$ cat src/rtl/counter4_sched_pkg.sv
// ---------------------------------------------------------------------------
// counter4_sched_pkg
// Shared types for the counter4 pulse scheduler: request opcodes, FSM states
// and small opcode decode helpers.
//   op_e    : requester opcode (NOP / INC / CLR / CLR_INC)
//   state_e : scheduler FSM state
//   OP_W    : width of one requester's opcode field
// ---------------------------------------------------------------------------
package counter4_sched_pkg;

  localparam int OP_W = 2;

  typedef enum logic [OP_W-1:0] {
    OP_NOP     = 2'b00,
    OP_INC     = 2'b01,
    OP_CLR     = 2'b10,
    OP_CLR_INC = 2'b11
  } op_e;

  typedef enum logic [1:0] {
    ST_IDLE   = 2'd0,
    ST_CLR    = 2'd1,
    ST_INC    = 2'd2,
    ST_SETTLE = 2'd3
  } state_e;

  // Bit 1 of the opcode selects a clear phase, bit 0 an increment phase.
  function automatic logic op_has_clr(input op_e op);
    return op[1];
  endfunction

  function automatic logic op_has_inc(input op_e op);
    return op[0];
  endfunction

endpackage

$ cat src/rtl/counter4_pulse_sched_rr_arbiter.sv
// ---------------------------------------------------------------------------
// rr_arbiter
// Round-robin arbiter. Searches the request vector starting at the internal
// pointer; when en_i is high and some request is present, the pointer moves
// to winner+1 (mod NREQ) at the next rising edge.
//   clk_i   in   1            clock
//   rst_ni  in   1            synchronous reset, active-low (pointer -> 0)
//   en_i    in   1            grant is being consumed this cycle
//   req_i   in   NREQ         request vector
//   grant_o out  NREQ         one-hot grant (all zero when no request)
//   idx_o   out  $clog2(NREQ) index of the granted requester
//   any_o   out  1            at least one request present
// ---------------------------------------------------------------------------
module rr_arbiter #(
  parameter int NREQ = 4
) (
  input  logic                    clk_i,
  input  logic                    rst_ni,
  input  logic                    en_i,
  input  logic [NREQ-1:0]         req_i,
  output logic [NREQ-1:0]         grant_o,
  output logic [$clog2(NREQ)-1:0] idx_o,
  output logic                    any_o
);

  localparam int IDX_W = $clog2(NREQ);
  localparam logic [IDX_W:0]   NREQ_EXT = (IDX_W+1)'(NREQ);
  localparam logic [IDX_W-1:0] LAST_IDX = IDX_W'(NREQ - 1);

  logic [IDX_W-1:0] ptr_q;
  logic [IDX_W-1:0] ptr_d;

  // cand_idx[k] is the requester examined at search offset k from the pointer.
  logic [IDX_W-1:0] cand_idx [NREQ];
  logic [NREQ-1:0]  hit;
  logic [NREQ:0]    seen;
  logic [IDX_W-1:0] idx_acc [NREQ+1];

  assign seen[0]    = 1'b0;
  assign idx_acc[0] = '0;

  generate
    for (genvar gi = 0; gi < NREQ; gi++) begin : g_search
      logic [IDX_W:0] sum;
      logic           first;

      // Wider sum so the modulo-NREQ wrap works for non-power-of-two NREQ.
      assign sum          = {1'b0, ptr_q} + (IDX_W+1)'(gi);
      assign cand_idx[gi] = (sum >= NREQ_EXT) ? IDX_W'(sum - NREQ_EXT) : IDX_W'(sum);
      assign hit[gi]      = req_i[cand_idx[gi]];

      // First hit in search order wins; earlier hits mask later ones.
      assign first          = hit[gi] & ~seen[gi];
      assign seen[gi+1]     = seen[gi] | hit[gi];
      assign idx_acc[gi+1]  = idx_acc[gi] | (first ? cand_idx[gi] : '0);
    end

    for (genvar gi = 0; gi < NREQ; gi++) begin : g_grant
      assign grant_o[gi] = any_o && (idx_o == IDX_W'(gi));
    end
  endgenerate

  assign any_o = |req_i;
  assign idx_o = idx_acc[NREQ];

  always_comb begin
    ptr_d = ptr_q;
    if (en_i && any_o) begin
      ptr_d = (idx_o == LAST_IDX) ? '0 : idx_o + IDX_W'(1);
    end
  end

  always_ff @(posedge clk_i) begin
    if (!rst_ni) begin
      ptr_q <= '0;
    end else begin
      ptr_q <= ptr_d;
    end
  end

endmodule

$ cat src/rtl/counter4_pulse_sched.sv
// ---------------------------------------------------------------------------
// counter4_pulse_sched
// Shares the en/rst pads of an external 4-bit counter macro among NREQ
// requesters. Requests (clear / increment-by-N) are arbitrated round-robin,
// turned into one-cycle cnt_rst/en pulses, tracked in a shadow count, and the
// macro's count outputs are compared with the shadow after a settle period.
//   GCLK_Pad     in   1            clock, rising edge
//   rst_Pad      in   1            synchronous reset, active-low
//   req_valid    in   NREQ         request pending per requester
//   req_op       in   2*NREQ       opcode per requester, [2i+1:2i]
//   req_len      in   LEN_W*NREQ   increment count per requester
//   req_ready    out  NREQ         one-hot accept pulse
//   en_Pad       out  1            increment pulse to the counter macro
//   cnt_rst_Pad  out  1            clear pulse to the counter macro
//   count_Pad    in   CNT_W        counter macro outputs
//   done         out  1            one-cycle completion pulse
//   done_id      out  $clog2(NREQ) requester of the completed op
//   shadow_count out  CNT_W        expected counter value
//   mismatch     out  1            sticky count_Pad != shadow_count flag
// ---------------------------------------------------------------------------
module counter4_pulse_sched
  import counter4_sched_pkg::*;
#(
  parameter int NREQ       = 4,
  parameter int CNT_W      = 4,
  parameter int LEN_W      = 4,
  parameter int SETTLE_CYC = 2
) (
  input  logic                    GCLK_Pad,
  input  logic                    rst_Pad,
  input  logic [NREQ-1:0]         req_valid,
  input  logic [2*NREQ-1:0]       req_op,
  input  logic [LEN_W*NREQ-1:0]   req_len,
  output logic [NREQ-1:0]         req_ready,
  output logic                    en_Pad,
  output logic                    cnt_rst_Pad,
  input  logic [CNT_W-1:0]        count_Pad,
  output logic                    done,
  output logic [$clog2(NREQ)-1:0] done_id,
  output logic [CNT_W-1:0]        shadow_count,
  output logic                    mismatch
);

  localparam int ID_W  = $clog2(NREQ);
  localparam int SET_W = (SETTLE_CYC > 1) ? $clog2(SETTLE_CYC) : 1;
  localparam logic [SET_W-1:0] SETTLE_LAST = SET_W'(SETTLE_CYC - 1);

  state_e           state_q, state_d;
  op_e              op_q, op_d;
  logic [LEN_W-1:0] rem_q, rem_d;
  logic [ID_W-1:0]  id_q, id_d;
  logic [SET_W-1:0] settle_q, settle_d;
  logic [CNT_W-1:0] shadow_q, shadow_d;
  logic             mismatch_q, mismatch_d;

  logic [OP_W-1:0]  op_arr  [NREQ];
  logic [LEN_W-1:0] len_arr [NREQ];

  logic [NREQ-1:0]  arb_grant;
  logic [ID_W-1:0]  arb_idx;
  logic             arb_any;
  logic             accept;
  logic             settle_last;
  op_e              win_op;
  logic [LEN_W-1:0] win_len;

  generate
    for (genvar gi = 0; gi < NREQ; gi++) begin : g_unpack
      assign op_arr[gi]  = req_op[OP_W*gi +: OP_W];
      assign len_arr[gi] = req_len[LEN_W*gi +: LEN_W];
    end
  endgenerate

  // Grants are only consumed in IDLE, so the pointer only advances on accept.
  rr_arbiter #(
    .NREQ (NREQ)
  ) u_arb (
    .clk_i   (GCLK_Pad),
    .rst_ni  (rst_Pad),
    .en_i    (accept),
    .req_i   (req_valid),
    .grant_o (arb_grant),
    .idx_o   (arb_idx),
    .any_o   (arb_any)
  );

  assign accept      = rst_Pad && (state_q == ST_IDLE) && arb_any;
  assign win_op      = op_e'(op_arr[arb_idx]);
  assign win_len     = len_arr[arb_idx];
  assign settle_last = (state_q == ST_SETTLE) && (settle_q == '0);

  // State register
  always_ff @(posedge GCLK_Pad) begin
    if (!rst_Pad) begin
      state_q    <= ST_IDLE;
      op_q       <= OP_NOP;
      rem_q      <= '0;
      id_q       <= '0;
      settle_q   <= SETTLE_LAST;
      shadow_q   <= '0;
      mismatch_q <= 1'b0;
    end else begin
      state_q    <= state_d;
      op_q       <= op_d;
      rem_q      <= rem_d;
      id_q       <= id_d;
      settle_q   <= settle_d;
      shadow_q   <= shadow_d;
      mismatch_q <= mismatch_d;
    end
  end

  // Next-state and datapath
  always_comb begin
    state_d    = state_q;
    op_d       = op_q;
    rem_d      = rem_q;
    id_d       = id_q;
    shadow_d   = shadow_q;
    mismatch_d = mismatch_q;
    // The settle counter is preloaded while outside SETTLE so entry needs no
    // special case.
    settle_d   = SETTLE_LAST;

    unique case (state_q)
      ST_IDLE: begin
        if (accept) begin
          op_d  = win_op;
          rem_d = win_len;
          id_d  = arb_idx;
          if (op_has_clr(win_op)) begin
            state_d = ST_CLR;
          end else if (op_has_inc(win_op) && (win_len != '0)) begin
            state_d = ST_INC;
          end else begin
            state_d = ST_SETTLE;
          end
        end
      end

      ST_CLR: begin
        shadow_d = '0;
        if (op_has_inc(op_q) && (rem_q != '0)) begin
          state_d = ST_INC;
        end else begin
          state_d = ST_SETTLE;
        end
      end

      ST_INC: begin
        shadow_d = shadow_q + CNT_W'(1);
        rem_d    = rem_q - LEN_W'(1);
        if (rem_q == LEN_W'(1)) begin
          state_d = ST_SETTLE;
        end
      end

      ST_SETTLE: begin
        settle_d = settle_q - SET_W'(1);
        if (settle_q == '0) begin
          mismatch_d = mismatch_q | (count_Pad != shadow_q);
          state_d    = ST_IDLE;
        end
      end

      default: begin
        state_d = ST_IDLE;
      end
    endcase
  end

  // Outputs. Pulses are qualified with rst_Pad so nothing reaches the macro
  // while reset is asserted.
  always_comb begin
    req_ready   = '0;
    en_Pad      = 1'b0;
    cnt_rst_Pad = 1'b0;
    done        = 1'b0;
    done_id     = '0;
    if (rst_Pad) begin
      if (state_q == ST_IDLE) begin
        req_ready = arb_grant;
      end
      en_Pad      = (state_q == ST_INC);
      cnt_rst_Pad = (state_q == ST_CLR);
      done        = settle_last;
      done_id     = settle_last ? id_q : '0;
    end
  end

  assign shadow_count = shadow_q;
  assign mismatch     = mismatch_q;

endmodule

$ cat config.mk
export PLATFORM = sky130hd
export DESIGN_NAME = counter4_pulse_sched
export DESIGN_NICKNAME = d
export VERILOG_FILES = /design/src/rtl/counter4_sched_pkg.sv /design/src/rtl/counter4_pulse_sched_rr_arbiter.sv /design/src/rtl/counter4_pulse_sched.sv
export SDC_FILE = /design/constraint.sdc
export NUM_CORES = 1
export LEC_CHECK = 0
export ABC_AREA = 1
export CORE_MARGIN = 8
export CORE_UTILIZATION = 42
export DETAILED_ROUTE_END_ITERATION = 10
export HOLD_SLACK_MARGIN = 0.02
export PLACE_DENSITY = 0.77
export SLEW_MARGIN = 20
export SYNTH_ARGS = -nofsm -noshare
export SYNTH_HDL_FRONTEND = slang
export SYNTH_HIERARCHICAL = 1
export SYNTH_SLANG_ARGS = --single-unit
$ cat constraint.sdc
create_clock -name GCLK_Pad -period 1.97 [get_ports GCLK_Pad]
set_clock_uncertainty 0.2 [all_clocks]
set_input_delay 0.197 -clock GCLK_Pad [delete_from_list [all_inputs] [get_ports GCLK_Pad]]
set_output_delay 0.197 -clock GCLK_Pad [all_outputs]
set_load 0.005 [all_outputs]
# Yosys cells after proc, flatten, opt, wreduce, memory -nomap -nowiden
# Index checks and enable logic that the tools add are counted.
# op_classes
mux	40
n_bitwise	14
reduce_logical	22
addsub	11
order_cmp	9
eq_ne	11
# ops
operator	count
2-to-1 mux 2 bit	17
2-to-1 mux 4 bit	5
case mux 4 bit (2 select lines)	2
greater-or-equal comparator 3 bit, second input constant	4
less-than comparator 2 x 3 -> 1 bit, second input constant	4
logical AND 1 bit	10
2-to-1 mux 1 bit	9
binary-select mux 1 bit (select 2 bit)	4
binary-select mux 4 bit (select 2 bit)	1
equality test 2 bit, second input constant	4
case mux 2 bit (4 select lines)	1
AND reduction 2 bit	4
nonzero test 4 bit	2
subtractor 2 x 1 -> 2 bit, second input constant	4
adder 2 x 2 -> 3 bit, second input constant	2
OR 2 bit	3
adder 4 x 1 -> 4 bit, second input constant	1
binary-select mux 2 bit (select 2 bit)	1
equality test 2 x 1 -> 1 bit, second input constant	2
equality test 4 x 1 -> 1 bit, second input constant	1
logical NOT 2 bit	2
inequality test 2 bit, second input constant	2
inequality test 4 bit	1
NOT 1 bit	4
other kinds (12)	17
# word_totals
wordCells	115
in_bits	34
ff_bits	17

# Depth between registers and ports, before layout
# Gate-level depths: netlist (run 1).
# depth
word_depth	21
depth_mapped	21

# By module
# The synthesis (run 1) kept the hierarchy.
# by_module_without_submodules
module	area_per_inst_um2	seq_area_each_um2	cells_each	instances
counter4_pulse_sched	1134.8	300.3	182	1
rr_arbiter	370.4	40.0	71	1

# Worst setup path after synthesis (run 1)
# No wires, ideal clock.
# synth_timing
path_kind	reg2reg
from	register u_arb.ptr_q[0]
to	register state_q[0]
setup_ps	66
required_ps	1704
arrival_time_ps	1826
path_stages_with_launch	22
path_buffers	1
period_less_slack_ps	2092
slack_ps	-122
path_cell_list	dfxtp_1 inv_2 nand2_1 nand2_2 nand2_2 nand2_2 nand2_2 nand2_1 nand2_1 nand2_1 inv_1 inv_2 buf_6 nand2_1 nand3_1 nand2_1 nand2_1 inv_1 nand2_1 nand2_1 nand2_1 a21oi_2
# synth_via
elab_chain_cells	21
word_cells_on_any_way	51
cone_classes	add/sub: 7; order compare: 4; mux: 26; bitwise: 12; reduce/logical: 2
# synth_lines
element	line_no	source
start: declaration	counter4_pulse_sched_rr_arbiter.sv:30	logic [IDX_W-1:0] ptr_q;
start signal: assignment	counter4_pulse_sched_rr_arbiter.sv:77	ptr_q <= ptr_d;
adder 2 x 1 -> 3 bit	counter4_pulse_sched_rr_arbiter.sv:48	assign sum = {1'b0, ptr_q} + (IDX_W+1)'(gi);
greater-or-equal comparator 3 bit / subtractor 2 x 1 -> 2 bit (equally long branches)	counter4_pulse_sched_rr_arbiter.sv:49	assign cand_idx[gi] = (sum >= NREQ_EXT) ? IDX_W'(sum - NREQ_EXT) : IDX_W'(sum);
2-to-1 mux 2 bit	counter4_pulse_sched_rr_arbiter.sv:49	
binary-select mux 1 bit (select 2 bit)	counter4_pulse_sched_rr_arbiter.sv:50	assign hit[gi] = req_i[cand_idx[gi]];
2-to-1 mux 1 bit (implied by the code)	counter4_pulse_sched_rr_arbiter.sv:50	
OR 1 bit	counter4_pulse_sched_rr_arbiter.sv:54	assign seen[gi+1] = seen[gi] | hit[gi];
NOT 1 bit / OR 1 bit (equally long branches)	counter4_pulse_sched_rr_arbiter.sv:53, counter4_pulse_sched_rr_arbiter.sv:54	
AND 1 bit / NOT 1 bit (equally long branches)	counter4_pulse_sched_rr_arbiter.sv:53	assign first = hit[gi] & ~seen[gi];
(+3 left out)	n/a	
net arb_idx[0]	counter4_pulse_sched.sv:60	logic [ID_W-1:0] arb_idx;
(+1 left out)	n/a	
binary-select mux 4 bit (select 2 bit)	counter4_pulse_sched.sv:89	assign win_len = len_arr[arb_idx];
2-to-1 mux 4 bit (implied by the code) (2 in series)	counter4_pulse_sched.sv:89	
nonzero test 4 bit	counter4_pulse_sched.sv:133	end else if (op_has_inc(win_op) && (win_len != '0)) begin
logical AND 1 bit	counter4_pulse_sched.sv:133	
2-to-1 mux 1 bit	counter4_pulse_sched.sv:133	
2-to-1 mux 2 bit *	counter4_pulse_sched.sv:131	if (op_has_clr(win_op)) begin
2-to-1 mux 2 bit *	counter4_pulse_sched.sv:127	if (accept) begin
case mux 2 bit (4 select lines) *	counter4_pulse_sched.sv:125	unique case (state_q)
end signal: assignment	counter4_pulse_sched.sv:103	state_q <= state_d;
end: declaration	counter4_pulse_sched.sv:48	state_e state_q, state_d;
# Mark *: on every way through the listed nets, which the timed path passes. The rest lies on a longest branch. The select of a mux whose other input is x is not followed.
# A chain may end at the register's enable or synchronous reset.

# Worst setup path after layout (run 1)
# layout_timing
from	register u_arb.ptr_q[0]
to	output port req_ready[0]
# layout_via
elab_chain_cells	15
word_cells_on_any_way	42
cone_classes	add/sub: 7; order compare: 4; mux: 18; bitwise: 11; reduce/logical: 2
# layout_lines
element	line_no	source
adder 2 x 1 -> 3 bit	counter4_pulse_sched_rr_arbiter.sv:48	
greater-or-equal comparator 3 bit / subtractor 2 x 1 -> 2 bit (equally long branches)	counter4_pulse_sched_rr_arbiter.sv:49	
2-to-1 mux 2 bit	counter4_pulse_sched_rr_arbiter.sv:49	
binary-select mux 1 bit (select 2 bit)	counter4_pulse_sched_rr_arbiter.sv:50	
2-to-1 mux 1 bit (implied by the code)	counter4_pulse_sched_rr_arbiter.sv:50	
OR 1 bit	counter4_pulse_sched_rr_arbiter.sv:54	
NOT 1 bit / OR 1 bit (equally long branches)	counter4_pulse_sched_rr_arbiter.sv:53, counter4_pulse_sched_rr_arbiter.sv:54	
AND 1 bit / NOT 1 bit (equally long branches)	counter4_pulse_sched_rr_arbiter.sv:53	
2-to-1 mux 2 bit / AND 1 bit (equally long branches)	counter4_pulse_sched_rr_arbiter.sv:55, counter4_pulse_sched_rr_arbiter.sv:53	
OR 2 bit / 2-to-1 mux 2 bit (equally long branches)	counter4_pulse_sched_rr_arbiter.sv:55	assign idx_acc[gi+1] = idx_acc[gi] | (first ? cand_idx[gi] : '0);
OR 2 bit *	counter4_pulse_sched_rr_arbiter.sv:55	
logical NOT 2 bit *	counter4_pulse_sched_rr_arbiter.sv:59	assign grant_o[gi] = any_o && (idx_o == IDX_W'(gi));
logical AND 1 bit *	counter4_pulse_sched_rr_arbiter.sv:59	
net arb_grant[0]	counter4_pulse_sched.sv:59	logic [NREQ-1:0] arb_grant;
2-to-1 mux 4 bit *	counter4_pulse_sched.sv:181	if (state_q == ST_IDLE) begin
2-to-1 mux 4 bit *	counter4_pulse_sched.sv:180	if (rst_Pad) begin
end: declaration	counter4_pulse_sched.sv:34	output logic [NREQ-1:0] req_ready,
# Marks and branches as above.

==> results.json, run 1 <==
{
  "fillers": 278,
  "grt_max_degree": 15,
  "cts_made_buffers": 3,
  "die_y_um": 75.9,
  "cts_hold_buf": 0,
  "synth_warnings": 6,
  "slew_headroom_pct": 76.0,
  "synth_ff_type": "dfxtp_1",
  "place_area_mm2": 0.00213,
  "io_pins": 48,
  "synthesis.nets": 300,
  "violations": "negative setup slack",
  "drive_above_1_share_pct": 30.4,
  "first_global_vias": 1752,
  "seq_area_frac_synth_pct": 22.6,
  "crit_fanout": 7,
  "fmax_ghz": 0.415,
  "period_minus_slack_ns": 2.41,
  "synth.most_common_cell": "nand2_1",
  "fin_crit_sh_pct": 122,
  "grt_use_met3_pct": 3.55,
  "syn-cell-area_mm2": 0.00151,
  "ant_nets": 0,
  "pwr-share-clk_pct": 5.1,
  "num_rows": 21,
  "met1_usage_pct": 19.6,
  "worst_slack_ns": -0.440,
  "ys_async_sr_fraction_pct": 0,
  "hold_viol": 0,
  "synthTopCellsByCount": "nand2_1 (84), inv_1 (37), nand3_1 (25)",
  "post-place-cells": 359,
  "portBuffers": 47,
  "vias_per_cell": 4.93,
  "use_met2_pct": 27.4,
  "fin_util_pct": 72.9,
  "end_kind": "output port",
  "seqPwrFrac_pct": 15.0,
  "hold_path_class": "in -> reg",
  "worstPathArrival_ns": 2.01,
  "max-vdd-ir-drop_v": 0.000676,
  "stdcell_area_mm2": 0.00247,
  "rsz0062_at_grt": "true",
  "synth-edff-count": 0,
  "p_sw_mw": 1.87,
  "firstDrtPassIters": 4,
  "globalplace.congestion": 0.928,
  "dieWidth_um": 75.9,
  "status": "finished with violations",
  "clockBufferDepth": 2,
  "htreeDepth": 1,
  "path_clk_slew_ns": 0.09,
  "synth.avg_cell_area_um2": 5.95,
  "hpwl_um": 3420,
  "finalWirelength_um": 4860,
  "yosys-top-cells-area": "dfxtp_1 (23%), nand2_1 (21%), ha_1 (11%)",
  "worstPathRequired_ns": 1.57,
  "core_region_area_mm2": 0.00339,
  "ys_ff_latch": 17,
  "cap_violations": 0,
  "worst_pin_slew_ns": 0.357,
  "overflow": 0,
  "wl_per_cell_um": 13.0,
  "combPwrFrac_pct": 79.9,
  "cts_tree": "built",
  "layout.nets": 377,
  "drc": 0,
  "postSynthCellCount": 253,
  "clkSinkCount": 17,
  "intPower_mw": 1.89,
  "crit_type": "reg -> out",
  "setup_viol": 11,
  "netSwitchingFraction_pct": 49.7,
  "rrSetupSlack_ns": -0.35,
  "grt_antenna_before_repair": 0,
  "slew_violations": 0,
  "start_util_pct": 44.4,
  "grt-busiest-layer": "met2",
  "diodes": 0,
  "stdcell_count": 375,
  "ys_types": 30,
  "startpoint_type": "flip-flop",
  "clk-insertion-delay-late_ns": 0.30,
  "track_usage_pct": 16.2,
  "synth.largest_area_cell": "dfxtp_1",
  "clockRootBuffer": "clkbuf_4",
  "grt_pass1_wl_um": 7340,
  "p_per_area_mw_per_mm2": 1520,
  "vias": 1847,
  "finalPower_mw": 3.76,
  "yosys.area.top_type_share_pct": 22.6,
  "area_delta_synth_final_pct": 64.1,
  "die_area_mm2": 0.00576,
  "drt_iter0_markers": 65,
  "power.leakage_nw": 1.22
}
through the flow:
step | setup slack, ns | hold WS (ns) | setup TNS, ns
after floorplan | 0.00203 | 0.135 | 0
after global placement | -0.645 | 0.239 | -6.17
after detailed placement | -0.698 | 0.242 | -6.85
after CTS | -0.401 | 0.244 | -2.75
after global routing | -0.574 | 0.261 | -5.01
final | -0.440 | 0.240 | -3.13
metal layers:
layer  wire, um  up-vias
met5          0        -
li1           -      950
met2       2170       62
met3        457        8
met4         82        0
met1       2150      827
cells by family (layout without fill, tap and decap cells):
| group | Yosys count | in the layout | synth area share, % |
|---|---|---|---|
| XOR/XNOR | 5 | 5 | 2.91 |
| buffers and inverters | 46 | 122 | 12.6 |
| adder cells (fa/ha/maj) | 13 | 13 | 10.8 |
| AO/OA/AOI/OAI | 30 | 30 | 11.6 |
| flip-flops | 17 | 17 | 22.6 |
| AND/OR/NAND/NOR | 142 | 142 | 39.5 |
cell usage in the layout, fill, tap and decap left out, types with 6 or more instances in the layout:
cell type        Yosys  final
a21oi_1             12     10
nor2_1              20     18
dfxtp_1             17     13
inv_1               37     28
nand3_1             25     17
buf_4                2     26
nand3_2              0      8
ha_1                13      6
inv_2                4      6
o21ai_0              8      6
nand2_2              5     20
clkdlybuf4s50_1      0     38
nand2_1             84     67
worst max-delay path, stage by stage (launching register included):
cell and delay (ns):
dfxtp_4 0.38, inv_6 0.08, nand2_1 0.06, nand2_1 0.07
nand2_2 0.07, nand2_2 0.10, inv_2 0.04, nand2_2 0.07
a21oi_2 0.04, nor2_2 0.13, buf_4 0.14, ha_2 0.16
inv_1 0.04, nor2_1 0.08, inv_1 0.04, nor2_1 0.08
buf_2 0.12
power groups by stage:
stage               sequential, mW  combinational, mW  clock (mW)
global route                 0.579               3.31       0.208
global placement             0.542               2.07           0
finish                       0.565               3.01       0.191
CTS                          0.550               2.44       0.195
floorplan                    0.528               1.46           0
detailed placement           0.545               2.12           0
layout make-up:
type / count / area [um^2] / share of cell area [%]
clock buffers: 4 / 26.3 / 1.06
inverters: 41 / 189 / 7.65
multi-input cells: 190 / 1140 / 46.3
flip-flops and latches: 17 / 353 / 14.3
well taps: 46 / 57.6 / 2.33
repair buffers: 77 / 701 / 28.4
path summary, 6_finish.rpt:
| check | to | cells after the start | startpoint |
|---|---|---|---|
| max reg2reg | state_q[0]$_SDFFE_PN0P_ | 20 | u_arb/ptr_q[0]$_SDFFE_PN0P_ |
| max | req_ready[0] | 16 | u_arb/ptr_q[0]$_SDFFE_PN0P_ |
| min reg2reg | settle_q$_SDFF_PN1_ | 1 | settle_q$_SDFF_PN1_ |
| min | id_q[0]$_SDFFE_PN0P_ | 3 | rst_Pad |
repair_timing:
item	CTS	global route
gates resized for setup	50	52
buffers inserted	7	5
setup endpoints to repair	16	15
pin swaps	15	19
sequential cells by signal (all words and copies together), names as in the netlist:
register / cells
rem_q: 4
shadow_count: 4
id_q: 2
state_q: 2
u_arb/ptr_q: 2
mismatch: 1
op_q: 1
settle_q: 1
Note: power is estimated with default switching activity, not from simulation.
==> run 2, diff against run 1 <==
--- a/config.mk
+++ b/config.mk
@@ -6,6 +6,7 @@
 export NUM_CORES = 1
 export LEC_CHECK = 0
 export ABC_AREA = 1
+export ABC_CLOCK_PERIOD_IN_PS = 1970
 export CORE_MARGIN = 8
 export CORE_UTILIZATION = 42
 export DETAILED_ROUTE_END_ITERATION = 10
==> results of run 2 <==
No change in the layout: final DEF, timing and power equal those of run 1.
